`src/rtl/goomba_spawner.sv`:
```
// Spawn controller for a pool of goomba slots: counts scroll columns, walks the
// external spawn table, starts the lowest free slot when an entry comes into view,
// and kills every slot on level restart or when Mario is killed.
module goomba_spawner #(
  parameter int         NUM_SLOTS = 4,
  parameter int         VIEW_COLS = 12,
  parameter logic [9:0] SPAWN_X   = 10'd499
) (
  input  logic                 Clk,
  input  logic                 Reset,
  input  logic                 frame_clk,
  input  logic                 Shift,
  input  logic                 level_start,
  input  logic                 spawn_valid,
  input  logic [7:0]           spawn_col,
  input  logic [9:0]           spawn_y,
  input  logic [NUM_SLOTS-1:0] isAlive,
  input  logic [NUM_SLOTS-1:0] kill_Mario,
  output logic [3:0]           spawn_idx,
  output logic [NUM_SLOTS-1:0] start,
  output logic [NUM_SLOTS-1:0] kill,
  output logic [9:0]           spawnX,
  output logic [9:0]           spawnY,
  output logic [7:0]           scroll_col,
  output logic                 mario_dead
);

  typedef enum logic [2:0] {
    IDLE  = 3'd0,
    SCAN  = 3'd1,
    ISSUE = 3'd2,
    WAIT  = 3'd3,
    DONE  = 3'd4,
    HALT  = 3'd5
  } state_t;

  state_t               state_q, state_d;
  logic                 frame_q;
  logic [3:0]           spawn_idx_q, spawn_idx_d;
  logic [7:0]           scroll_q, scroll_d;
  logic [NUM_SLOTS-1:0] start_q, start_d;
  logic [NUM_SLOTS-1:0] kill_q, kill_d;
  logic [9:0]           spawnx_q, spawnx_d;
  logic [9:0]           spawny_q, spawny_d;
  logic                 dead_q, dead_d;

  logic                 frame_rise;
  logic                 active;
  logic                 death_hit;
  logic                 entry_past;
  logic                 entry_in_range;
  logic [NUM_SLOTS-1:0] free_avail;
  logic [NUM_SLOTS-1:0] free_onehot;
  logic                 free_found;

  assign frame_rise = frame_clk & ~frame_q;
  assign active     = (state_q == SCAN) || (state_q == ISSUE) ||
                      (state_q == WAIT) || (state_q == DONE);
  assign death_hit  = |kill_Mario;
  assign entry_past = spawn_col < scroll_q;
  // 9-bit sum so a scroll near 255 cannot wrap the view window
  assign entry_in_range = {1'b0, spawn_col} <= ({1'b0, scroll_q} + 9'(VIEW_COLS));
  // a slot being killed this cycle is not yet free, even if isAlive is low
  assign free_avail = ~isAlive & ~kill_q;

  // Pick the lowest-index free slot as a one-hot vector
  always_comb begin
    free_onehot = '0;
    for (int i = NUM_SLOTS - 1; i >= 0; i--) begin
      if (free_avail[i]) begin
        free_onehot    = '0;
        free_onehot[i] = 1'b1;
      end
    end
  end
  assign free_found = |free_onehot;

  // State and datapath registers
  always_ff @(posedge Clk) begin
    if (Reset) begin
      state_q     <= IDLE;
      frame_q     <= 1'b0;
      spawn_idx_q <= '0;
      scroll_q    <= '0;
      start_q     <= '0;
      kill_q      <= '0;
      spawnx_q    <= '0;
      spawny_q    <= '0;
      dead_q      <= 1'b0;
    end else begin
      state_q     <= state_d;
      frame_q     <= frame_clk;
      spawn_idx_q <= spawn_idx_d;
      scroll_q    <= scroll_d;
      start_q     <= start_d;
      kill_q      <= kill_d;
      spawnx_q    <= spawnx_d;
      spawny_q    <= spawny_d;
      dead_q      <= dead_d;
    end
  end

  // Next-state logic: level_start beats death, death beats table walking
  always_comb begin
    state_d = state_q;
    if (level_start) begin
      state_d = SCAN;
    end else if (active && death_hit) begin
      state_d = HALT;
    end else begin
      case (state_q)
        SCAN: begin
          if (!spawn_valid) begin
            state_d = DONE;
          end else if (!entry_past && entry_in_range && free_found) begin
            state_d = ISSUE;
          end
        end
        ISSUE:   state_d = WAIT;
        WAIT:    state_d = SCAN;
        default: state_d = state_q;
      endcase
    end
  end

  // Output and datapath next values; start and kill default to a single-cycle pulse
  always_comb begin
    spawn_idx_d = spawn_idx_q;
    scroll_d    = scroll_q;
    start_d     = '0;
    kill_d      = '0;
    spawnx_d    = spawnx_q;
    spawny_d    = spawny_q;
    dead_d      = dead_q;

    if (active && frame_rise && Shift && (scroll_q != 8'hFF)) begin
      scroll_d = scroll_q + 8'd1;
    end

    if (level_start) begin
      spawn_idx_d = '0;
      scroll_d    = '0;
      dead_d      = 1'b0;
      kill_d      = '1;
    end else if (active && death_hit) begin
      dead_d = 1'b1;
      kill_d = '1;
    end else begin
      case (state_q)
        SCAN: begin
          if (spawn_valid) begin
            if (entry_past) begin
              spawn_idx_d = spawn_idx_q + 4'd1;
            end else if (entry_in_range && free_found) begin
              start_d  = free_onehot;
              spawnx_d = SPAWN_X;
              spawny_d = spawn_y;
            end
          end
        end
        ISSUE:   spawn_idx_d = spawn_idx_q + 4'd1;
        default: ;
      endcase
    end
  end

  assign spawn_idx  = spawn_idx_q;
  assign start      = start_q;
  assign kill       = kill_q;
  assign spawnX     = spawnx_q;
  assign spawnY     = spawny_q;
  assign scroll_col = scroll_q;
  assign mario_dead = dead_q;

endmodule

```
`config.mk`:
```
export PLATFORM = sky130hd
export DESIGN_NAME = goomba_spawner
export DESIGN_NICKNAME = d
export VERILOG_FILES = /design/src/rtl/goomba_spawner.sv
export SDC_FILE = /design/constraint.sdc
export NUM_CORES = 1
export LEC_CHECK = 0
export ABC_AREA = 1
export BUFFER_PORTS_ARGS = -buffer_cell sky130_fd_sc_hd__buf_2
export CAP_MARGIN = 20
export CORE_MARGIN = 4
export CORE_UTILIZATION = 49
export CTS_CLUSTER_SIZE = 24
export DETAILED_ROUTE_END_ITERATION = 8
export PLACE_DENSITY_LB_ADDON = 0.1
export SLEW_MARGIN = 10
export SYNTH_ARGS = -nofsm -noshare
export SYNTH_HDL_FRONTEND = slang
export SYNTH_SLANG_ARGS = --single-unit
```
`constraint.sdc`:
```
create_clock -name Clk -period 2.4 [get_ports Clk]
set_input_delay 0.48 -clock Clk [delete_from_list [all_inputs] [get_ports Clk]]
set_output_delay 0.48 -clock Clk [all_outputs]
set_load 0.05 [all_outputs]
```
==> summary.txt, run 1 <==
largest net degree at the start of global routing - 13
YS warnings - 0
Final Hold Viols - 0
final core utilization - 0.652
worst-path fanout max - 8
minimum clock period - 2.26 ns
Synth top area share - 0.342
WP data required - 2.61 ns
Crit Reg-Reg Startpoint - scroll_col[2]
Crit-path slowest cell - dfxtp_4
R2R Setup Slk - 0.14 ns
Root Buffer - clkbuf_8
Seq/Total Area, Yosys - 0.342
Achievable Freq - 443 MHz
final clock skew - 0.00367 ns
crit share post-route - 0.941
layout cells sized above 1 - 0.330
Hold Path Sink - start[0]
CP peak stage delay - 0.38 ns
final worst slack - 0.143 ns
cell accounting for the most synthesized area - dfxtp_1
final net count - 385
max cap viols - 0
CP Capture Type - flop
# IOs - 73
grt total ovfl - 0
DIE WIDTH - 70.8 um
Post-DRT Antenna Nets - 0
ant diodes - 0
#FFs+latches synth - 33
crit path DAT - 2.47 ns
Post-DP Area - 2270 um2
Power per Cell Area - 486 nW/um2
total number of vias - 1792
Clock Sinks - 33
vias in the first global route - 1644
CP Launch Type - flop
hold path start - isAlive[0]
final setup violation count - 0
drt drc - 0
top cells by area, synth - dfxtp_1 (34%), ha_1 (12%), nor2_1 (8.5%), nand2_1 (7.6%), inv_1 (5.8%)
CTS Buffer Depth - 2
Avg Inst Size Synth - 7.32 um2
die footprint - 5010 um2
RSZ-0062 raised after global routing - true
CP Class - reg -> reg
# H-tree levels - 2
Final Power - 1.19 mW
Cell variety after synth - 33
CTS hold repair buffers - 0
CP Cell Sequence - inv_6 -> ha_4 -> nor2_2 -> xor2_1 -> ha_1 -> a21o_1 -> a21oi_1 -> nand2_1 -> nand2_1 -> nand3_2 -> nor2_4 -> buf_6 -> o21ai_0 -> nor2_1
cell mode on critical path - nand2_1
DPL Wire Length - 3320 um
sequential cell area - 669 um2
IO buf count - 69
Starting Density - 0.516
GPL Wtd Cong - 0.838
Slew Limit Fails - 0
WL per Instance - 10.8 um
status - completed
filler cell count - 370
dpl ws - 0.0691 ns
global-route usage over all layers - 0.170
Core Area - 3740 um2
Worst-path clk slew - 0.07 ns
Crit path max-delay family - simple AND/OR/NAND/NOR gates
area occupied by multi-input gates - 1090 um2
Row Count - 22
Hold Path Class - in -> reg
Die H - 70.8 um
TritonCTS buffer count - 5
hold path depth - 2
DRT Pass-1 Iters - 4
worst path bufs/invs - 2
Max VDD drop - 0.397 mV
post-route cell area - 2440 um2
first-pass GRT wire length - 6910 um
synthesized area - 1930 um2
LEAKAGE - 1.23 nW
R2R depth - 14
Synth-to-Final Area Change - 26.3%
FF-to-FF End - spawnY[6]
routed vias/inst - 4.67
DR iter-0 viols - 39
initial antenna violation count - 0
total wire length - 4150 um
CTS tree - done
Syn Inst Count - 264
clk_lat worst skew - 0.28 ns
==> sequential cells by signal, indices dropped and copies added, names as in the netlist <==
signal	count
spawn_idx	4
scroll_col	8
start	4
mario_dead	1
spawnY	10
frame_q	1
spawnX	1
kill	1
state_q	3
==> placed cells by master (no fill, tap or decap), drive strengths merged, types with 3 or more instances in the layout <==
cell type	Yosys	routed
a21oi	20	20
nand2	42	42
conb	1	3
ha	18	18
nor3	10	10
inv	33	33
xor2	6	6
clkinv	1	3
clkbuf	0	6
dfxtp	33	33
nand3	10	10
nor2	47	47
o21ai	19	19
buf	14	76
==> worst max-delay path by stage <==
stage / start / endpoint / slack (ns) / cells past startpoint
after floorplan: scroll_col[3] / spawnY[0] / 0.02 / 15
after global placement: scroll_col[2] / spawnY[0] / 0.11 / 14
after detailed placement: scroll_col[2] / spawnY[1] / 0.07 / 14
after CTS: scroll_col[2] / spawnY[6] / 0.05 / 14
after global routing: scroll_col[4] / spawnY[5] / -0.03 / 15
final: scroll_col[2] / spawnY[6] / 0.14 / 14
==> final cells by class <==
type / instances / area share
Clock buffer: 6 / 0.0297
Tap cell: 48 / 0.0246
Timing Repair Buffer: 76 / 0.165
Multi-Input combinational cell: 185 / 0.447
Sequential cell: 33 / 0.274
Clock inverter: 2 / 0.00410
Inverter: 34 / 0.0554
==> cells in the mapped netlist <==
| cell | instances |
|---|---|
| nor4_1 | 1 |
| nand2_2 | 2 |
| a21o_1 | 1 |
| and3_1 | 1 |
| o21ai_1 | 1 |
| nand2_1 | 39 |
| conb_1 | 1 |
| buf_4 | 12 |
| ha_1 | 18 |
| nor3_2 | 2 |
| a21oi_1 | 19 |
| nor2_1 | 44 |
| a31oi_1 | 1 |
| dfxtp_1 | 33 |
| xnor2_1 | 1 |
| buf_6 | 1 |
| nor2_2 | 2 |
| inv_2 | 3 |
| xor2_1 | 6 |
| nand2_4 | 1 |
| o21ai_4 | 1 |
| o21a_1 | 2 |
| nor3b_1 | 1 |
| a21oi_2 | 1 |
| inv_1 | 30 |
| nor2_4 | 1 |
| buf_2 | 1 |
| nand3_1 | 9 |
| nor3_1 | 8 |
| a211oi_1 | 2 |
| clkinv_1 | 1 |
| o21ai_0 | 17 |
| nand3_2 | 1 |
==> through the flow <==
step | TNS, ns | hold WS, ns | instances
floorplan | 0 | 0.446 | 266
CTS | 0 | 0.385 | 381
detailed placement | 0 | 0.440 | 373
global placement | 0 | 0.439 | 373
finish | 0 | 0.393 | 384
global route | -0.188 | 0.387 | 384
==> timing repair <==
item | 4_1_cts | 5_1_grt
resized for setup | 0 | 21
endpoints found under the setup margin | 0 | 16
setup buffers | 0 | 3
==> routing by layer <==
metal  track usage  part of all wire  routed length [um]
met2         0.275              0.44                1840
met3        0.0483             0.075                 311
met5             0                 0                   0
met1         0.217              0.47                1960
met4        0.0564            0.0099                  41
==> report_power, final <==
group / switching [mW] / leakage, nW / internal (mW)
Sequential: 0.0121 / 0.270 / 0.559
Clock: 0.189 / 0.0450 / 0.201
Combinational: 0.153 / 0.910 / 0.0736
Total: 0.354 / 1.23 / 0.833
==> cells by family after synthesis <==
logic type / count (synthesis) / synth area share
AND/OR/NAND/NOR: 112 / 0.256
AO/OA/AOI/OAI: 45 / 0.131
other: 1 / 0.00194
XOR/XNOR: 7 / 0.0317
flip-flops: 33 / 0.342
buffers and inverters: 48 / 0.121
adder cells (fa/ha/maj): 18 / 0.117
(Power assumes the default switching activity.)
==> inputs of run 2 (changes only) <==
==> constraint.sdc (replaced) <==
create_clock -name Clk -period 2.4 [get_ports Clk]
set_input_delay 0.48 -clock Clk [delete_from_list [all_inputs] [get_ports Clk]]
set_output_delay 0.48 -clock Clk [all_outputs]
set_load 0.1 [all_outputs]
==> run 2 against run 1 <==
  * Non-clock buffer count increased by 3
  * Hold slack got worse by 0.00055 ns
  * Critical endpoint is now start[0]
  * Sequential power about the same
  * Sequential share of layout area is 0.22 points lower
  * Die area unchanged
  * Routed wire length grew 3.0%
  * Critical path depth grew 1
  * Flip-flop and latch count stayed put
==> summary.txt, run 2 (synthesis results as in run 1) <==
status - completed
hold path start - isAlive[0]
Post-DP Area - 2270 um2
Hold Path Sink - start[0]
Power per Cell Area - 501 nW/um2
most common cell after layout, fill and taps aside - buf_2
Crit Reg-Reg Startpoint - scroll_col[2]
Achievable Freq - 440 MHz
Root Buffer - clkbuf_8
grt total ovfl - 0
Sw Ratio - 0.328
# IOs - 73
CP Class - reg -> reg
TritonCTS buffer count - 5
# H-tree levels - 2
DIE WIDTH - 70.8 um
Post-DRT Antenna Nets - 0
Synth-to-Final Area Change - 28.7%
hold path depth - 2
sequential power share - 0.456
GPL Wtd Cong - 0.832
final clock skew - 0.00664 ns
max reg flops - 10
area occupied by multi-input gates - 1110 um2
Clock Power Share - 0.311
sequential cell area - 677 um2
CP Launch Type - flop
first-pass GRT wire length - 6690 um
crit path DAT - 2.48 ns
Worst-path clk slew - 0.06 ns
global-route usage over all layers - 0.164
DPL Wire Length - 3250 um
CTS tree - done
CTS Buffer Depth - 2
max cap viols - 0
Clock Sinks - 33
post-route cell area - 2490 um2
final setup violation count - 0
clk_lat worst skew - 0.28 ns
ant diodes - 0
crit share post-route - 0.947
Row Count - 22
drt drc - 0
CP Capture Type - flop
final net count - 388
layout cells sized above 1 - 0.345
minimum clock period - 2.27 ns
R2R depth - 15
worst-path fanout max - 6
total wire length - 4280 um
die footprint - 5010 um2
filler cell count - 349
R2R Setup Slk - 0.13 ns
IO buf count - 69
initial antenna violation count - 0
Final Hold Viols - 0
routed vias/inst - 4.72
most frequent cells in the layout - buf_2 (69), nor2_1 (43), nand2_1 (37)
LEAKAGE - 1.25 nW
Psw - 0.408 mW
Max VDD drop - 0.252 mV
Starting Density - 0.516
DRT Pass-1 Iters - 4
Core Area - 3740 um2
Slew Limit Fails - 0
vias in the first global route - 1567
WP data required - 2.61 ns
DR iter-0 viols - 72
P_int - 0.838 mW
WL per Instance - 11.1 um
Post-Route Setup TNS - 0 ns
FF-to-FF End - start[0]
largest net degree at the start of global routing - 13
Hold Path Class - in -> reg
total number of vias - 1826
CTS hold repair buffers - 0
Gate power share - 0.233
Die H - 70.8 um
## run 2: cell count changes in the layout (fill, tap and decap cells not counted), moves of 2 or more
| cell | before | now |
|---|---|---|
| buf_4 | 6 | 8 |
| dfxtp_1 | 28 | 26 |
| clkbuf_1 | 1 | 3 |
| clkinv_2 | 2 | 0 |
| dfxtp_4 | 1 | 3 |
| nand2_1 | 39 | 37 |
## run 2: area by class of cell
| cell class | count | share of cell area |
|---|---|---|
| sequential | 33 | 0.272 |
| inverter | 34 | 0.0553 |
| multi-input combinational | 185 | 0.444 |
| clock buffer | 8 | 0.0322 |
| tap | 48 | 0.0241 |
| timing repair buffer | 79 | 0.172 |
## run 2: per-layer routing
layer | GRT usage | routed length (um) | share of wire
met1 | 0.213 | 1950 | 0.46
met2 | 0.256 | 1960 | 0.46
met3 | 0.0526 | 348 | 0.081
met4 | 0.0564 | 22 | 0.0051
met5 | 0 | 0 | 0
## run 2: how the worst max path moves through the flow
stage                  start         to  slack (ns)  cells past startpoint
5_1_grt        scroll_col[4]   start[0]       -0.07                     15
6_report       scroll_col[2]   start[0]        0.13                     15
3_5_place_dp   scroll_col[3]  spawnY[8]        0.12                     15
3_3_place_gp   scroll_col[3]  spawnY[4]        0.16                     14
4_1_cts        scroll_col[3]  spawnY[8]        0.10                     15
2_1_floorplan  scroll_col[3]  spawnY[0]       0.005                     15
## run 2: worst max-delay path, stage by stage, from the launching register on
cell and delay, ns:
dfxtp_4 0.37, inv_6 0.05, a21oi_4 0.16, nand3_2 0.09, xor2_1 0.15, ha_1 0.30, and3_4 0.18, nand2_1 0.04
o21ai_1 0.12, inv_1 0.05, nand2_1 0.06, nand3_2 0.09, nor2_4 0.19, buf_6 0.13, nand2_4 0.06, nor3_2 0.16
## run 2: power by group through the flow
stage	combinational, mW	clock (mW)	sequential (mW)
3_3_place_gp	0.284	0	0.580
5_1_grt	0.314	0.425	0.571
4_1_cts	0.286	0.399	0.569
3_5_place_dp	0.284	0	0.580
2_1_floorplan	0.178	0	0.634
6_report	0.290	0.387	0.569
## run 2: through the flow
stage,worst slack [ns],instances,total power [mW],hold WS [ns],util
after floorplan,0.00463,266,0.811,0.446,-
after global placement,0.159,371,0.864,0.439,0.608
after detailed placement,0.122,371,0.865,0.468,0.608
after CTS,0.101,379,1.25,0.388,0.629
after global routing,-0.0690,387,1.31,0.390,0.665
final,0.128,387,1.25,0.392,0.665
## run 2: timing repair
| item | 4_1_cts | 5_1_grt |
|---|---|---|
| buffers inserted | 0 | 8 |
| resized for setup | 0 | 23 |
| setup endpoints to repair | 0 | 14 |
